`config.mk`:
```
export PLATFORM = sky130hd
export DESIGN_NAME = counter_run_ctrl
export DESIGN_NICKNAME = d
export VERILOG_FILES = /design/src/rtl/counter_run_ctrl.sv
export SDC_FILE = /design/constraint.sdc
export NUM_CORES = 1
export LEC_CHECK = 0
export BUFFER_PORTS_ARGS = -buffer_cell sky130_fd_sc_hd__buf_2
export CAP_MARGIN = 20
export CORE_MARGIN = 2
export CORE_UTILIZATION = 47
export DETAILED_ROUTE_END_ITERATION = 10
export PLACE_DENSITY = 0.74
export SLEW_MARGIN = 20
export SYNTH_ARGS = -nofsm -noshare
export SYNTH_HDL_FRONTEND = slang
export SYNTH_SLANG_ARGS = --single-unit
export TNS_END_PERCENT = 1
```
`constraint.sdc`:
```
create_clock -name clk -period 1.4 [get_ports clk]
set_input_delay 0.28 -clock clk [delete_from_list [all_inputs] [get_ports clk]]
set_output_delay 0.28 -clock clk [all_outputs]
set_load 0.02 [all_outputs]
```
`src/rtl/counter_run_ctrl.sv`:
```
// counter_run_ctrl
//   Run/pause/clear sequencer for a 4-bit counter feeding the HEX0 decoder.
//   Conditions three active-low push buttons into start/stop/clear commands,
//   divides clk into count ticks, gates those ticks onto the counter enable,
//   and stops (one-shot) or wraps (cyclic) when the counter reaches `limit`.
//
// Parameters
//   DIV  clk cycles per count tick (2..2^PW)
//   PW   prescaler width, 2^PW >= DIV
//
// Ports
//   clk, aclr          clock (rising edge), async reset (active-low)
//   start_n, stop_n,   push buttons, active-low, asynchronous to clk
//   clr_n
//   one_shot           1 = stop at limit (DONE), 0 = wrap to 0 at limit
//   limit[3:0]         terminal count, sampled every cycle
//   cnt_q[3:0]         current counter value
//   cnt_en             counter enable, one clk wide per tick
//   cnt_aclr_n         counter async clear, active-low
//   state[1:0]         00 IDLE, 01 RUN, 10 PAUSE, 11 DONE
//   done               high while in DONE
module counter_run_ctrl #(
  parameter int DIV = 4,
  parameter int PW  = 2
) (
  input  logic       clk,
  input  logic       aclr,
  input  logic       start_n,
  input  logic       stop_n,
  input  logic       clr_n,
  input  logic       one_shot,
  input  logic [3:0] limit,
  input  logic [3:0] cnt_q,
  output logic       cnt_en,
  output logic       cnt_aclr_n,
  output logic [1:0] state,
  output logic       done
);

  typedef enum logic [1:0] {
    S_IDLE  = 2'b00,
    S_RUN   = 2'b01,
    S_PAUSE = 2'b10,
    S_DONE  = 2'b11
  } state_e;

  localparam logic [PW-1:0] PRESC_MAX = PW'(DIV - 1);

  // Button vectors are ordered {clr, stop, start}.
  logic [2:0]    btn_n;
  logic [2:0]    s1_q, s1_d;
  logic [2:0]    s2_q, s2_d;
  logic [2:0]    p_q, p_d;
  logic [2:0]    cmd;
  logic          start_cmd, stop_cmd, clr_cmd;

  state_e        state_q, state_d;
  logic [PW-1:0] presc_q, presc_d;
  logic          clr_pulse_n_q, clr_pulse_n_d;
  logic          done_q, done_d;
  logic          tick, hit;

  assign btn_n = {clr_n, stop_n, start_n};

  // Falling edge of the synchronized level: one pulse per press, none on release.
  assign cmd       = p_q & ~s2_q;
  assign start_cmd = cmd[0];
  assign stop_cmd  = cmd[1];
  assign clr_cmd   = cmd[2];

  assign tick = (state_q == S_RUN) && (presc_q == PRESC_MAX);
  assign hit  = (cnt_q == limit);

  // A coinciding stop or clear swallows the tick's count.
  assign cnt_en = tick & ~hit & ~stop_cmd & ~clr_cmd;

  // Reset must clear the counter for as long as it is held, not just one cycle.
  assign cnt_aclr_n = aclr & clr_pulse_n_q;
  assign state      = state_q;
  assign done       = done_q;

  always_comb begin
    s1_d          = btn_n;
    s2_d          = s1_q;
    p_d           = s2_q;
    state_d       = state_q;
    presc_d       = presc_q;
    clr_pulse_n_d = 1'b1;

    if (clr_cmd) begin
      state_d       = S_IDLE;
      presc_d       = '0;
      clr_pulse_n_d = 1'b0;
    end else if (stop_cmd && state_q == S_RUN) begin
      // Prescaler holds so a resume continues the partial tick period.
      state_d = S_PAUSE;
    end else if (start_cmd && state_q == S_IDLE) begin
      state_d = S_RUN;
      presc_d = '0;
    end else if (start_cmd && state_q == S_PAUSE) begin
      state_d = S_RUN;
    end else if (state_q == S_RUN) begin
      presc_d = (presc_q == PRESC_MAX) ? '0 : presc_q + PW'(1);
      if (tick && hit) begin
        if (one_shot) state_d       = S_DONE;
        else          clr_pulse_n_d = 1'b0;  // wrap by clearing the counter
      end
    end

    done_d = (state_d == S_DONE);
  end

  always_ff @(posedge clk or negedge aclr) begin
    if (!aclr) begin
      s1_q          <= 3'b111;
      s2_q          <= 3'b111;
      p_q           <= 3'b111;
      state_q       <= S_IDLE;
      presc_q       <= '0;
      clr_pulse_n_q <= 1'b1;
      done_q        <= 1'b0;
    end else begin
      s1_q          <= s1_d;
      s2_q          <= s2_d;
      p_q           <= p_d;
      state_q       <= state_d;
      presc_q       <= presc_d;
      clr_pulse_n_q <= clr_pulse_n_d;
      done_q        <= done_d;
    end
  end

endmodule

```
==> results of run 1 <==
==> worst paths after layout <==
| path | cells after the start | to | slack (ns) |
|---|---|---|---|
| setup / recovery | 5 | cnt_en | -0.30 |
| hold reg to reg | 0 | p_d[0]$_DFF_PN1_ | 0.36 |
| setup reg to reg | 5 | presc_q[0]$_DFFE_PN0P_ | 0.12 |
| min in group asynchronous | 3 | presc_q[1]$_DFFE_PN0P_ | 0.48 |
| hold / removal | 1 | s1_q[0]$_DFF_PN1_ | 0.09 |
| max in group asynchronous | 3 | p_q[0]$_DFF_PN1_ | 0.68 |
==> kinds of logic (layout without fill, tap and decap cells) <==
group           count (synthesis)  count (layout)
compound gates                  8               8
xor+xnor                        4               4
fa+ha+maj                       1               1
buf+inv                         0              33
flops                          15              15
simple gates                   24              24
==> flip-flops by register name, summed over array words and instances (netlist names) <==
register       flops
clr_pulse_n_q      1
done               1
p_d                3
p_q                3
presc_q            2
s1_q               3
state              2
==> timing repair <==
| action | in CTS | in global routing |
|---|---|---|
| resized for setup | 4 | 4 |
| pin swaps | 2 | 3 |
| setup buffers | 0 | 0 |
| hold endpoints to repair | 5 | 0 |
| setup endpoints to repair | 1 | 1 |
| hold buffers | 1 | 0 |
==> layout make-up <==
cell class | count | area share [%]
flip-flops and latches | 15 | 43.7
multi-input cells | 37 | 30.6
repair buffers | 29 | 20.5
clock buffers | 3 | 2.54
well taps | 15 | 2.12
clock inverters | 1 | 0.564
==> routing by layer <==
| layer | wire, um | share of wire (%) | GRT usage (%) | up-vias |
|---|---|---|---|---|
| met5 | 0 | 0 | 0 | - |
| met4 | 0 | 0 | 7.50 | 0 |
| met3 | 51 | 4.5 | 5.00 | 0 |
| met2 | 610 | 53 | 32.1 | 12 |
| met1 | 481 | 42 | 18.5 | 237 |
| li1 | - | - | - | 240 |
==> power breakdown <==
part / leakage, nW / internal [mW] / switching [mW] / total, mW
Clock: 0.0177 / 0.106 / 0.132 / 0.238
Sequential: 0.172 / 0.480 / 0.0221 / 0.502
Combinational: 0.227 / 0.0942 / 0.101 / 0.195
Total: 0.417 / 0.680 / 0.255 / 0.935
==> worst max-delay path: stages, from the launching register on <==
cell,delay [ns]
sky130_fd_sc_hd__dfstp_2,0.56
sky130_fd_sc_hd__nor2b_4,0.05
sky130_fd_sc_hd__nor3_4,0.21
sky130_fd_sc_hd__nand2_2,0.10
sky130_fd_sc_hd__nor2_4,0.11
sky130_fd_sc_hd__buf_6,0.11
==> stage by stage <==
step	util (%)	area, sq um
finish	69.9	887
global route	69.9	887
CTS	68.6	871
detailed placement	64.4	817
global placement	64.4	817
floorplan	-	633
==> Yosys cell counts (all sizes together) <==
library cell / instances
o211ai: 1
nor4: 1
dfstp: 10
nand2b: 3
nand4: 1
nor3: 2
ha: 1
and2: 1
nor3b: 1
xor2: 4
nor2b: 2
nor2: 5
dfrtp: 5
nand2: 8
o21ai: 3
a31oi: 1
a21oi: 3
==> results, run 1 <==
- The total routing resource utilization after global routing is 17.6%.
- The biggest area contributor in the post-synthesis netlist is sky130_fd_sc_hd__dfstp_2.
- For the worst setup path, the data required time is 1.12 ns.
- The reported max-cap violation count is 0.
- Relative to the synthesized area, the layout overhead comes to 42.9%.
- The start-to-end type of the worst setup path is flop to primary output.
- The post-route worst hold slack is 0.0923 ns.
- The startpoint of the worst hold path is start_n.
- The per-cell routed wire length is 11.4 um.
- The fraction of synthesized cell area taken by the top area cell type is 42.3%.
- The horizontal die dimension is 40.3 um.
- Summed over all layers, the global routing overflow is 0.
- For this run, the post-layout net count is 101.
- After synthesis, the share of cell area in mux cells is 0%.
- Routability-driven placement finished with a final weighted congestion of 0.719.
- Sorting the synthesized cells by area gives the leading types as sky130_fd_sc_hd__dfstp_2 42%, sky130_fd_sc_hd__dfrtp_1 20%, sky130_fd_sc_hd__xor2_1 5.6%.
- Before antenna repair, the detailed router went through 2 iterations.
- The count of input and output buffers is 18.
- The I/O pin count is 19.
- The post-route antenna net violation count is 0.
- Across all layers, the routed design uses 489 vias.
- The detailed router finished its first iteration with 3 violations.
- The largest vdd supply drop is 0.000542 V.
- The post-synthesis register bit count is 15.
- The via count of the first global-routing pass came to 455.
- The count of warnings emitted by yosys is 0.
- The critical-path maximum fanout is 2.
- Data arrives at the worst endpoint at 1.42 ns.
- The number of CTS-inserted buffers is 3.
- Synthesis produced 52 cells.
- The number of placed cells counting well taps is 95.
- The final count of hold timing violations was 0.
- The post-route netlist has 60.0% of its cells at a drive strength greater than 1.
- The simple-gate portion of the synthesized area is 22.2%.
- The final wirelength is 1140 um.
- The clock sink count is 15.
- In this run the worst hold path is classified as primary input to flop.
- The post-route clock period utilization is 121%.
- The floorplan has 13 rows.
- For this design the static power due to leakage is 0.417 nW.
- The areal power density over the cells is 1050 nW/um^2.
- The worst reg2reg path startpoint is state[0]$_DFF_PN0_.
- The post-synthesis share of cell area spent on xor and xnor gates is 5.65%.
- The post-route setup TNS is -0.298 ns.
- No sink is reached through more buffers than the 2 on the longest clock path.
- Leaving out fill and tap cells, the most frequent cells in the layout are 17 x sky130_fd_sc_hd__buf_2, 10 x sky130_fd_sc_hd__dfstp_2, 10 x sky130_fd_sc_hd__buf_4, 7 x sky130_fd_sc_hd__nand2_1, 5 x sky130_fd_sc_hd__dfrtp_1.
- The clock reaches the later pin of the worst-skew pair after 0.27 ns.
- The type of element launching the critical path is a flop.
- The DRC violations left is 0.
- Summing all multi-input logic gate instances after layout gives 272 sq um.
- The maximum number of pins on one net before global-route repair is 16.
- The standard cell core area is 1270 sq um.
- Across all setup checks in the final design, the least slack found is -0.298 ns.
- Setup violations remaining at the end of the flow were counted as 1.
- The repair_antennas step left the layout with diodes totalling 0.
- STA classifies the critical path endpoint as a primary output.
- The initial antenna violation count came to 0.
- The number of unique standard cell types used by synthesis is 18.
- The transition time of the tightest slew-check pin is 0.297 ns.
- When the netlist entered floorplanning its net count stood at 67.
- The HPWL after detailed placement is 896 um.
- Setup repair after global routing could not meet its margin everywhere.
- The library cell used most frequently in the layout, excluding fill and tap cells, is sky130_fd_sc_hd__buf_2.
- The first-pass GRT wire length is 1830 um.
- The checks that failed: setup timing.
- From bottom edge to top edge, the die measures 40.3 um.
- CTS built an H-tree with a depth of 1.
- The fmax is 0.589 GHz.
- On the final layout, the worst clock skew is 0.000789 ns.
- The TritonCTS clock tree is yes.
- The effective utilization at floorplan is 48.9%.
- In this run the tightest slew margin relative to its limit is 80.0%.
- The sequential-to-total area share from yosys stat is 62.5%.
- The area of the die is 1630 sq um.
- The number of filler instances in the final layout is 94.
- The run finished, with violations left.
- For this run, the number of standard cells in the final layout without fillers is 100.
- The pre-CTS setup slack is -0.0308 ns.
- Using the TritonRoute via totals, the vias-per-cell ratio works out to 4.89.
- The critical path starts at p_d[1]$_DFF_PN1_.
- The synthesized netlist devotes 7.66% of its cell area to compound gates.
- The design draws 935 uW.
- Clock-pin slew was measured on the worst setup and hold paths at 0.08 ns.
- The average instance area after synthesis is 11.9 sq um.
- The arithmetic-cell share of the synthesized area counting full adders, half adders and majority gates is 2.02%.
- The final number of max-transition violations is 0.
- The largest family of logic cells by synthesized area is simple AND/OR/NAND/NOR gates.
- Summing all flip-flop and latch instances after layout gives 388 sq um.
- The tree is rooted in a sky130_fd_sc_hd__clkbuf_4.
- The smallest clock period supported by the final layout is computed as 1.70 ns.
- Summing every instance area after synthesis gives 621 sq um.
Power figures use the tool's default switching activity.
==> run 2, diff against run 1 <==
- CORE_AREA: not set -> 2 2 39 41
- CORE_MARGIN: 2 -> not set
- CORE_UTILIZATION: 47 -> not set
- CTS_BUF_LIST: not set -> sky130_fd_sc_hd__clkbuf_4
- DIE_AREA: not set -> 0 0 41 43
==> run 2 against run 1 <==
Net effect: the run still ends with setup timing left; combinational power up 2%; clock skew about the same; clock-buffer cell count unchanged; power up 0.36%; largest cell class unchanged.
==> results, run 2 (synthesis gave the netlist of run 1 again) <==
- The pre-CTS setup slack is -0.0208 ns (+0.00998 ns).
- The critical-path maximum fanout is 2 (unchanged).
- The deepest clock path buffer count came to 2 (unchanged).
- The startpoint of the worst hold path is start_n.
- The global-route track usage on met1 is 19.5% (+0.99 points).
- The via-per-instance ratio is 4.89 (about the same).
- The arrival time at the worst endpoint was 1.41 ns (about the same).
- The first-pass GRT wire length is 2070 um (+13%).
- Leaving out fill and tap cells, the most frequent cell in the layout is sky130_fd_sc_hd__buf_2.
- The met3 track demand over resource in global routing came to 4.71% (-0.29 points).
- The clock sink count came to 15 (unchanged).
- The worst setup path is captured at a primary output.
- The number of vias in the routed layout is 494 (+1.0%).
- The met2 routing resource usage after global routing is 29.4% (-2.8 points).
- The cell row count was 14 (+1).
- The post-route setup TNS is -0.291 ns (+0.00696 ns).
- The areal power density over the cells is 1050 nW/um^2 (-0.62%).
- The leakage power of the design is 0.421 nW (+0.85%).
- The number of diodes added for antenna fixing is 0 (unchanged).
- The final wirelength is 1140 um (+0.18%).
- The count of TritonRoute iterations in the first routing pass came to 2 (unchanged).
- The gate family responsible for the most delay along the worst path is flip-flops.
- The transition time of the tightest slew-check pin came to 0.304 ns (+0.00735 ns).
- The critical path goes through nor2b_4, nor3_4, nand2_2, nor2_4, buf_6.
- TritonCTS built the clock tree.
- The total routing resource utilization after global routing is 17.6% (-0.028 points).
- The delay of the slowest cell on the worst path is 0.56 ns (about the same).
- The deepest level of the CTS H-tree was 1 (unchanged).
- In the layout the commonest cells are 16 x sky130_fd_sc_hd__buf_2, 11 x sky130_fd_sc_hd__buf_4, 10 x sky130_fd_sc_hd__dfstp_2, 7 x sky130_fd_sc_hd__nand2_1, 5 x sky130_fd_sc_hd__dfrtp_1.
- The count of buffer and inverter cells on the critical path is 1 (unchanged).
- The post-route total power came to 938 uW (+0.36%).
- The clock edge transition at the registers on the reported setup and hold paths is 0.09 ns (about the same).
- The internal power of the cells came to 680 uW (about the same).
- The final count of hold timing violations came to 0 (unchanged).
- The net load switching power was 258 uW (+1.1%).
- The worst setup path is launched from a flop.
- The standard cell core area is 1380 sq um (+9.1%).
- The vertical die dimension is 43 um (+6.6%).
- The clock group share of total power was 25.4% (about the same).
- The flow ran to the end, but the final reports show violations.
- The ratio of cells with drive above 1 in the final layout is 61.2% (+1.2 points).
- The shortest period the worst path allows is 1.69 ns (-0.00696 ns).
- The global routing stage identified its most utilized layer as met2.
- The I/O pin count was 19 (unchanged).
- The start-to-end type of the worst setup path is flop to primary output.
- The fmax came to 0.592 GHz (+0.41%).
- The initial antenna violation count is 0 (unchanged).
- The post-route clock period utilization is 121% (-0.50 points).
- The post-synthesis to final-layout area growth is 44.4%.
- The slowest stage of the critical path belongs to the cell sky130_fd_sc_hd__dfstp_2.
- The worst relative slew slack is 79.5% (-0.49 points).
- The number of placed cells counting well taps is 95 (unchanged).
- The fraction of power spent switching nets is 27.5% (+0.21 points).
- The sequential share of power is 53.4% (-0.3 points).
- The least setup slack across all paths after layout is -0.291 ns (+0.00696 ns).
- The via count of the first global-routing pass came to 525 (+15%).
- The worst reg2reg path startpoint is p_q[2]$_DFF_PN1_.
- The final number of max-transition violations is 0 (unchanged).
- The number of DRC markers after the initial detailed-route iteration was 2 (-1).
- The routability-driven placement congestion ratio is 0.705 (-1.9%).
- The count of input and output buffers is 18 (unchanged).
- The logic gate share of total power is 21.2% (+0.3 points).
- The per-cell routed wire length is 11.3 um (-0.82%).
- The post-route antenna net violation count is 0 (unchanged).
- The horizontal die dimension is 41 um (+1.6%).
- The final number of setup-violating endpoints was 1 (unchanged).
- The area of the die came to 1760 sq um (+8.4%).
- The required time reported for the critical path endpoint is 1.12 ns (about the same).
- The number of CTS-inserted buffers is 3 (unchanged).
- The critical path starts at p_d[1]$_DFF_PN1_.
- The reported max-cap violation count was 0 (unchanged).
- The checks that failed: setup timing.
- The DRC violations left is 0 (unchanged).
- The remaining global-route overflow is 0 (unchanged).
- The number of cells in the finished layout apart from fillers is 101 (+1.0%).
- The effective utilization at floorplan was 44.8% (-4.1 points).
- The source-to-sink clock delay at the later pin of the worst-skew pair was 0.27 ns (about the same).
- The maximum number of pins on one net before global-route repair is 16 (unchanged).
- The largest vdd supply drop was 0.000637 V (+17%).
- The net count reported at finish is 101 (unchanged).
- The HPWL after detailed placement is 873 um (-2.6%).
- The worst hold path class is primary input to flop.
- The final worst clock skew is 0.000386 ns (-0.000403 ns).
- The core occupancy in the finished layout was 64.7% (-5.2 points).
- CTS placed an instance of sky130_fd_sc_hd__clkbuf_4 at the clock tree root.
- Setup repair after global routing could not meet its margin everywhere.
-- run 2: cell counts in the layout (fill, tap and decap cells not counted) --
Identical to the previous run, type by type.
-- run 2: power groups by stage --
stage / Combinational, mW / Clock, mW / Sequential [mW]
finish: 0.199 / 0.238 / 0.501
global route: 0.224 / 0.276 / 0.507
CTS: 0.192 / 0.255 / 0.500
detailed placement: 0.178 / 0 / 0.506
global placement: 0.169 / 0 / 0.502
floorplan: 0.0785 / 0 / 0.517
-- run 2: worst paths after layout --
path                                     endpoint  slack [ns]  cells past startpoint
setup / recovery                           cnt_en       -0.29                      5
hold reg to reg                  p_d[1]$_DFF_PN1_        0.36                      0
hold / removal                  s1_q[0]$_DFF_PN1_        0.09                      1
min in group asynchronous      state[1]$_DFF_PN0_        0.48                      3
max in group asynchronous        p_d[2]$_DFF_PN1_        0.69                      3
setup reg to reg           presc_q[1]$_DFFE_PN0P_        0.13                      6
-- run 2: metrics by stage --
stage	hold slack, ns	instance area, sq um
after floorplan	-0.0156	633
after global placement	0.229	811
after detailed placement	0.241	811
after CTS	0.0758	872
after global routing	0.0650	896
final	0.0919	896
-- run 2: what timing repair did --
| action | 4_1_cts | 5_1_grt |
|---|---|---|
| resized for setup | 4 | 6 |
| endpoints found under the setup margin | 1 | 3 |
| hold buffers | 1 | 0 |
| hold endpoints to repair | 5 | 0 |
| pin swaps | 1 | 3 |
| buffers inserted | 1 | 0 |
-- run 2: area by class of cell --
| class | count | area [sq um] |
|---|---|---|
| Clock buffer | 3 | 22.5 |
| Clock inverter | 1 | 5.00 |
| Fill cell | 119 | 488 |
| Multi-Input combinational cell | 37 | 277 |
| Sequential cell | 15 | 388 |
| Tap cell | 16 | 20.0 |
| Timing Repair Buffer | 29 | 184 |
-- run 2: metal layers --
layer / up-vias / part of all wire, %
met2: 9 / 56
met4: 0 / 0.35
met1: 243 / 40
li1: 240 / -
met5: - / 0
met3: 2 / 3.1
==> run 3, diff against run 2 <==
- CTS_BUF_LIST: sky130_fd_sc_hd__clkbuf_4 -> sky130_fd_sc_hd__clkbuf_2
==> run 3 against run 2 <==
Net effect: the run still ends with setup timing left; sequential share of layout area rose by 0.74 points; wire length decreased by 1.2%; die area is the same; global-route usage rose by 0.31 points; cell count stayed put; highest routed layer unchanged; critical path depth stayed put; design area is 1.7% lower; sequential power hardly changed; first-iteration DRC count decreased by 50%; hold slack got worse by 0.010 ns; utilization down 1.1 points.
==> results, run 3 (synthesis gave the netlist of run 1 again) <==
- The run finished, with violations left.
- The checks that failed: setup timing.
- The initial antenna violation count is 0 (unchanged).
- The number of placed cells counting well taps is 95 (unchanged).
- The count of buffer and inverter cells on the critical path is 1 (unchanged).
- Broken down by cell family, the worst path's largest delay share belongs to flip-flops.
- The DRC violations left was 0 (unchanged).
- Traced cell by cell, the critical path runs through nor2b_2, nor3_2, nand2_1, nor2_4, buf_6.
- Setup repair after global routing could not meet its margin everywhere.
- The number of cells in the finished layout apart from fillers was 101 (unchanged).
- The effective utilization at floorplan is 44.8% (unchanged).
- The arrival time at the worst endpoint is 1.41 ns (about the same).
- The number of diodes added for antenna fixing is 0 (unchanged).
- The leakage power of the design is 0.417 nW (-0.79%).
- The per-cell routed wire length came to 11.2 um (-1.2%).
- The sequential share of power is 56.2% (+2.8 points).
- The worst hold path belongs to the class primary input to flop.
- The net count reported at finish is 101 (unchanged).
- The final number of max-transition violations was 0 (unchanged).
- The areal power density over the cells is 1010 nW/um^2 (-3.3%).
- The HPWL after detailed placement was 873 um (unchanged).
- CTS placed an instance of sky130_fd_sc_hd__clkbuf_2 at the clock tree root.
- The post-route total power is 892 uW (-5.0%).
- The worst setup path is launched from a flop.
- The remaining global-route overflow is 0 (unchanged).
- The post-route antenna net violation count came to 0 (unchanged).
- The number of vias in the routed layout came to 488 (-1.2%).
- The via count of the first global-routing pass was 525 (unchanged).
- The multi-input logic area came to 265 sq um (-4.1%).
- The final count of hold timing violations is 0 (unchanged).
- The via-per-instance ratio is 4.83 (-1.2%).
- The source-to-sink clock delay at the later pin of the worst-skew pair is 0.27 ns (about the same).
- TritonCTS built the clock tree.
- The final number of setup-violating endpoints is 1 (unchanged).
- The deepest clock path buffer count was 2 (unchanged).
- The routability-driven placement congestion ratio was 0.705 (unchanged).
- The delay of the slowest cell on the worst path came to 0.56 ns (about the same).
- The I/O pin count is 19 (unchanged).
- The library cell used most frequently in the layout, excluding fill and tap cells, is sky130_fd_sc_hd__buf_2.
- The slowest cell on the critical path is sky130_fd_sc_hd__dfstp_2.
- The total routing resource utilization after global routing is 17.9% (+0.31 points).
- The clock edge transition at the registers on the reported setup and hold paths is 0.14 ns (+0.05 ns).
- The clock sink count is 15 (unchanged).
- The final worst clock skew is 0.00214 ns (+0.00176 ns).
- The reported max-cap violation count is 0 (unchanged).
- The required time reported for the critical path endpoint came to 1.12 ns (about the same).
- The shortest period the worst path allows came to 1.69 ns (+0.00143 ns).
- The number of CTS-inserted buffers is 3 (unchanged).
- The critical path is of the flop to primary output type.
- The cell row count is 14 (unchanged).
- The least setup slack across all paths after layout is -0.292 ns (-0.00144 ns).
- The vertical die dimension is 43 um (unchanged).
- The horizontal die dimension is 41 um (unchanged).
- The clock group share of total power is 22.0% (-3.4 points).
- The standard cell core area came to 1380 sq um (unchanged).
- The number of filler instances in the final layout is 121 (+1.7%).
- The maximum number of pins on one net before global-route repair was 16 (unchanged).
- The first-pass GRT wire length was 2080 um (+0.63%).
- Relative to the synthesized area, the layout overhead comes to 41.9%.
- The area used by sequential logic in the layout came to 388 sq um (unchanged).
- The top cell types in the final layout, fill and taps aside, are 16 x sky130_fd_sc_hd__buf_2, 10 x sky130_fd_sc_hd__dfstp_2, 10 x sky130_fd_sc_hd__buf_4, 8 x sky130_fd_sc_hd__nand2_1, 5 x sky130_fd_sc_hd__dfrtp_1.
- The pre-CTS setup slack is -0.0208 ns (unchanged).
- The deepest level of the CTS H-tree is 1 (unchanged).
- The post-route clock period utilization came to 121% (about the same).
- The critical-path maximum fanout is 2 (unchanged).
- The transition time of the tightest slew-check pin is 0.294 ns (-0.0104 ns).
- The number of DRC markers after the initial detailed-route iteration is 1 (-1).
- The final wirelength is 1130 um (-1.2%).
- The count of input and output buffers is 18 (unchanged).
- The count of TritonRoute iterations in the first routing pass came to 2 (unchanged).
- The fmax was 0.591 GHz (about the same).
- The largest vdd supply drop is 0.000560 V (-12%).
- The logic gate share of total power was 21.8% (+0.6 points).
- The area of the die came to 1760 sq um (unchanged).
- The fraction of power spent switching nets came to 28.3% (+0.86 points).
- The ratio of cells with drive above 1 in the final layout came to 61.2% (unchanged).
- The worst relative slew slack is 80.2% (+0.70 points).
- The category of the worst setup path capture point is a primary output.
- The internal power of the cells is 639 uW (-6.1%).
- The net load switching power came to 253 uW (-2.0%).
==> run 3: worst paths after layout <==
path | startpoint | endpoint | slack (ns) | depth (start not counted)
hold / removal | start_n | s1_q[0]$_DFF_PN1_ | 0.08 | 1
max in group asynchronous | aclr | s1_q[2]$_DFF_PN1_ | 0.69 | 3
min in group asynchronous | aclr | state[1]$_DFF_PN0_ | 0.47 | 3
setup reg to reg | p_d[2]$_DFF_PN1_ | done$_DFF_PN0_ | 0.13 | 5
setup / recovery | p_d[1]$_DFF_PN1_ | cnt_en | -0.29 | 5
hold reg to reg | s1_q[1]$_DFF_PN1_ | p_d[1]$_DFF_PN1_ | 0.36 | 0
==> run 3: layout make-up <==
type / count / share of cell area [%]
multi-input cells: 37 / 30.1
clock buffers: 3 / 1.70
clock inverters: 1 / 0.568
repair buffers: 29 / 21.3
flip-flops and latches: 15 / 44.0
well taps: 16 / 2.27
==> run 3: routing by layer <==
metal	up-vias	global-route usage [%]	share of wire (%)
li1	240	-	-
met1	235	19.5	39
met2	11	29.4	56
met3	2	4.71	3.8
met4	0	10.0	1.2
met5	-	0	0
==> run 3: power groups by stage <==
| stage | Sequential (mW) | Combinational (mW) | Clock (mW) |
|---|---|---|---|
| 2_1_floorplan | 0.517 | 0.0785 | 0 |
| 6_report | 0.501 | 0.195 | 0.196 |
| 3_3_place_gp | 0.502 | 0.169 | 0 |
| 3_5_place_dp | 0.506 | 0.178 | 0 |
| 4_1_cts | 0.500 | 0.192 | 0.212 |
| 5_1_grt | 0.507 | 0.220 | 0.233 |
==> run 3: stage by stage <==
step / util [%] / instance area [sq um] / setup TNS [ns] / hold WS [ns]
global route: 63.7 / 881 / -0.393 / 0.0397
floorplan: - / 633 / 0 / -0.0156
CTS: 62.5 / 865 / -0.299 / 0.0588
detailed placement: 58.6 / 811 / -0.0318 / 0.241
finish: 63.7 / 881 / -0.292 / 0.0819
global placement: 58.6 / 811 / -0.000669 / 0.229
==> run 3: repair_timing <==
action,4_1_cts,5_1_grt
hold buffers,1,0
setup buffers,1,0
endpoints found under the setup margin,1,4
endpoints found under the hold margin,5,0
pin swaps,1,0
resized for setup,4,5
